### src/rtl/prio_enc_arb.sv
// prio_enc_arb: registered N-way priority encoder/arbiter holding each grant until v & rdy.
// Define PRIO_ENC_ARB_RR_EN to build the round-robin pointer and make the mode input functional.
module prio_enc_arb #(
  parameter  int N = 8,
  localparam int W = ($clog2(N) > 1) ? $clog2(N) : 1
) (
  input  logic         clk,
  input  logic         rst_n,
  input  logic [N-1:0] d,
  input  logic         mode,
  input  logic         rdy,
  output logic [W-1:0] o,
  output logic [N-1:0] gnt,
  output logic         v,
  output logic         multi
);

  typedef enum logic {IDLE, HOLD} state_t;

  state_t       r_state, w_stateNext;
  logic [W-1:0] r_o, w_oNext, w_fixIdx, w_winIdx;
  logic [N-1:0] r_gnt, w_gntNext, w_winOneHot;
  logic         r_multi, w_multiNext, w_multiIn, w_anyReq;

  assign w_anyReq  = |d;
  assign w_multiIn = |(d & (d - N'(1)));

  // Ascending scan: the last set bit seen is the highest index.
  always_comb begin
    w_fixIdx = '0;
    for (int i = 0; i < N; i++) begin
      if (d[i]) w_fixIdx = W'(i);
    end
  end

`ifdef PRIO_ENC_ARB_RR_EN
  logic [W-1:0] r_ptr, w_rrIdx, w_scanIdx;
  logic         w_accept;

  // Scan from lowest to highest priority so the best candidate is written last;
  // wrap-around is modulo N so indices >= N never appear.
  always_comb begin
    w_rrIdx   = '0;
    w_scanIdx = '0;
    for (int k = N; k >= 1; k--) begin
      w_scanIdx = (int'(r_ptr) >= k) ? W'(int'(r_ptr) - k) : W'(int'(r_ptr) + N - k);
      if (d[w_scanIdx]) w_rrIdx = w_scanIdx;
    end
  end

  assign w_winIdx = mode ? w_rrIdx : w_fixIdx;
  assign w_accept = (r_state == HOLD) && rdy;

  always_ff @(posedge clk) begin
    if (!rst_n) begin
      r_ptr <= '0;
    end else if (w_accept && mode) begin
      r_ptr <= r_o;
    end
  end
`else
  logic w_unusedMode;

  assign w_unusedMode = mode;
  assign w_winIdx     = w_fixIdx;
`endif

  assign w_winOneHot = {{(N-1){1'b0}}, 1'b1} << w_winIdx;

  always_comb begin
    w_stateNext = r_state;
    w_oNext     = r_o;
    w_gntNext   = r_gnt;
    w_multiNext = r_multi;
    case (r_state)
      IDLE: begin
        if (w_anyReq) begin
          w_stateNext = HOLD;
          w_oNext     = w_winIdx;
          w_gntNext   = w_winOneHot;
          w_multiNext = w_multiIn;
        end
      end
      HOLD: begin
        // Held values are frozen until accepted; d is ignored here.
        if (rdy) begin
          w_stateNext = IDLE;
          w_oNext     = '0;
          w_gntNext   = '0;
          w_multiNext = 1'b0;
        end
      end
      default: w_stateNext = IDLE;
    endcase
  end

  always_ff @(posedge clk) begin
    if (!rst_n) begin
      r_state <= IDLE;
      r_o     <= '0;
      r_gnt   <= '0;
      r_multi <= 1'b0;
    end else begin
      r_state <= w_stateNext;
      r_o     <= w_oNext;
      r_gnt   <= w_gntNext;
      r_multi <= w_multiNext;
    end
  end

  assign o     = r_o;
  assign gnt   = r_gnt;
  assign v     = (r_state == HOLD);
  assign multi = r_multi;

endmodule

### config.mk
export PLATFORM = sky130hd
export DESIGN_NAME = prio_enc_arb
export DESIGN_NICKNAME = d
export VERILOG_FILES = /design/src/rtl/prio_enc_arb.sv
export SDC_FILE = /design/constraint.sdc
export NUM_CORES = 1
export LEC_CHECK = 0
export CORE_MARGIN = 4
export CORE_UTILIZATION = 40
export CTS_BUF_LIST = sky130_fd_sc_hd__clkbuf_8
export DETAILED_ROUTE_END_ITERATION = 8
export PLACE_DENSITY = 0.75
export SYNTH_ARGS = -nofsm -noshare
export SYNTH_HDL_FRONTEND = slang
export SYNTH_SLANG_ARGS = --single-unit
### constraint.sdc
create_clock -name clk -period 1.3 [get_ports clk]
set_input_delay 0.26 -clock clk [delete_from_list [all_inputs] [get_ports clk]]
set_output_delay 0.26 -clock clk [all_outputs]
set_load 0.03 [all_outputs]
==> flow_summary.yaml <==
run_status:
  status: "finished, final reports clean"
clock_tree:
  cts_max_path_buffers: 2
  htreeDepth: 1
  clock_latency_ns: 0.24
  clk_pin_slew_ns: 0.05
  cts_sinks: 13
  clockRootBuffer: "clkbuf_8"
  cts_made_buffers: 3
  holdBufCountCts: 0
  cts_tree: "built"
routing:
  vias: 780
  drt-pass1-iter-count: 4
  routed_wirelength_um: 2190
  remaining_drc_errors: 0
  drtIter0Drc: 18
  ant_nets: 0
  via_per_inst: 5.86
  wl_per_cell_um: 16.4
final_layout:
  drive_gt1_share_pct: 44.4
  syn_to_final_growth_pct: 65.5
  nets: 130
  num_antenna_cells: 0
timing:
  finalHoldViolCount: 0
  drv_slew: 0
  fin_setup_tns_ns: 0
  layout_setup_ws_ns: 0.00131
  fin_crit_sh_pct: 99.9
  fmax_mhz: 770
  fin_hold_ws_ns: 0.445
  finalSetupViolations: 0
  worst_slew_pin_slew_ns: 0.369
  slew_headroom_pct: 75.3
  finClkSkew_ns: 0.00186
  rsz0062_at_grt: "yes"
  period_minus_slack_ns: 1.30
global_route:
  grt_overflow: 0
  gr-usage-all-layers_pct: 17.1
  grt_pass1_vias: 752
  grt_max_degree: 15
  grt_pass1_wl_um: 3260
  antenna_found_initial: 0
die:
  die_w_um: 49.5
  chipHeight_um: 49.5
  ios: 25
  coreArea_mm2: 0.00156
  rows: 14
  initial_core_util_pct: 44.1
  fp.dieArea_mm2: 0.00245
worst_setup_path:
  cp_slowest_cell: "or4_4"
  critPathArrivalTime_ns: 1.48
  reg2reg_to: "gnt[2]"
  critical_path_buf_inv_count: 1
  r2r_slack_ns: 0.09
  cpPeakStageDelay_ns: 0.55
  endpoint_kind: "register"
  cp_cell_sequence: "buf_6, or4_4, nor2_4, o22a_4, o2bb2ai_2, and2_1"
  r2r_start: "v"
  critPathLaunch: "d[3]"
  reg2reg_depth: 4
  cp_max_fo: 6
  critPathKind: "input pin to register"
  crit_family: "simple AND/OR/NAND/NOR gates"
  cp-start-kind: "input pin"
  cp_data_required_time_ns: 1.48
synthesis:
  netlist_instances: 77
  postSynthAreaPerCell_um2: 8.94
  synth_top_area_cell: "dfxtp_1"
  ys_types: 31
  synthTopCellsByArea: "dfxtp_1, nor2b_1, a21oi_1"
  synth_fp_nets: 89
  seq_area_frac_synth_pct: 37.8
  ys_ff_latch: 13
  synth_top_area_share_pct: 37.8
  yosysWarnings: 0
  syn_area_um2: 688
pwr:
  vdd_drop_max_v: 0.000760
  p_leak_nw: 0.480
  power_mw: 1.04
  power-per-cell-area_mw_per_mm2: 915
placed_design:
  io_buffers: 23
  dpl_worst_slack_ns: -0.670
  dpl.hpwl_um: 1290
  place_congestion: 0.734
min_path:
  hold_path.class: "register to register"
  min_path_cells: 2
  min_from: "multi"
  whs_endpoint: "multi"
run:
  maxCapViolCount: 0
[report_power, final]
group | switching (mW) | internal [mW]
combinational | 0.146 | 0.119
clock | 0.136 | 0.208
sequential | 0.0145 | 0.418
[stage by stage]
step	utilization [%]	cell area, um2	std cells
after global placement	64.7	1010	126
after floorplan	-	692	77
after global routing	73.0	1140	133
after detailed placement	64.7	1010	126
final	73.0	1140	133
after CTS	70.5	1100	133
[worst max-delay path by stage]
| stage | slack, ns | depth (start not counted) | endpoint |
|---|---|---|---|
| after global routing | -0.06 | 7 | gnt[0] |
| after global placement | -0.59 | 6 | o[1] |
| after detailed placement | -0.67 | 6 | o[1] |
| final | 0.001 | 6 | gnt[2] |
| after CTS | 0.0009 | 7 | gnt[3] |
| after floorplan | -0.09 | 6 | gnt[2] |
[cells by family after synthesis]
kind of cell               after synthesis  share of synthesized area (%)
AOI/OAI and AO/OA                       21                           22.7
adders and majority gates                2                           2.91
buffers and inverters                    8                           6.91
DFF                                     13                           37.8
and+or+nand+nor                         33                           29.6
[layout make-up]
cell class                 count  area [um2]
timing repair buffer          40         319
tap                           16        20.0
fill                         122         420
clock buffer                   3        41.3
clock inverter                 1        3.75
sequential                    13         262
inverter                       3        11.3
multi-input combinational     57         482
[registers in the layout, summed over array words and instances, names as in the netlist]
name / flops
gnt: 8
multi: 1
o: 3
v: 1
[Yosys cell counts (all sizes together)]
master and instances:
a2111oi 1, a21boi 2, a21oi 6, a22oi 4, a32oi 1, and2 1
buf 3, clkbuf 2, dfxtp 13, inv 3, maj3 2, nand2 3
nand2b 2, nand3 3, nor2 6, nor2b 10, nor3 3, nor4 2
nor4b 2, o21a 1, o21ba 1, o22a 1, o22ai 1, o2bb2ai 1
o31ai 2, or4 1
[routing by layer]
layer / global-route usage [%] / share of wire (%) / vias to the layer above
met4: 9.22 / 2.3 / 0
met1: 19.5 / 41 / 380
met2: 28.8 / 52 / 31
met5: 0 / 0 / -
li1: - / - / 362
met3: 4.82 / 5.4 / 7
[tightest hold or removal path, stage by stage, from the launching register on]
cell,delay (ns)
dfxtp_1,0.30
nand3_1,0.06
nand2_1,0.04
[placed cells by master (no fill, tap or decap), drive strengths merged, types with 3 or more instances in the layout]
master | Yosys | routed
nor3 | 3 | 3
nand3 | 3 | 3
dfxtp | 13 | 13
dlygate4sd2 | 0 | 9
buf | 3 | 25
nor2b | 10 | 10
inv | 3 | 4
a21oi | 6 | 6
a22oi | 4 | 4
nand2 | 3 | 3
clkbuf | 2 | 6
nor2 | 6 | 6
[what timing repair did]
item / in CTS / in global routing
endpoints found under the setup margin: 23 / 12
pin swaps: 6 / 9
endpoints found under the hold margin: 0 / 0
cloned: 1 / 0
gates resized for setup: 41 / 23
setup buffers: 2 / 0
(Power assumes the default switching activity.)
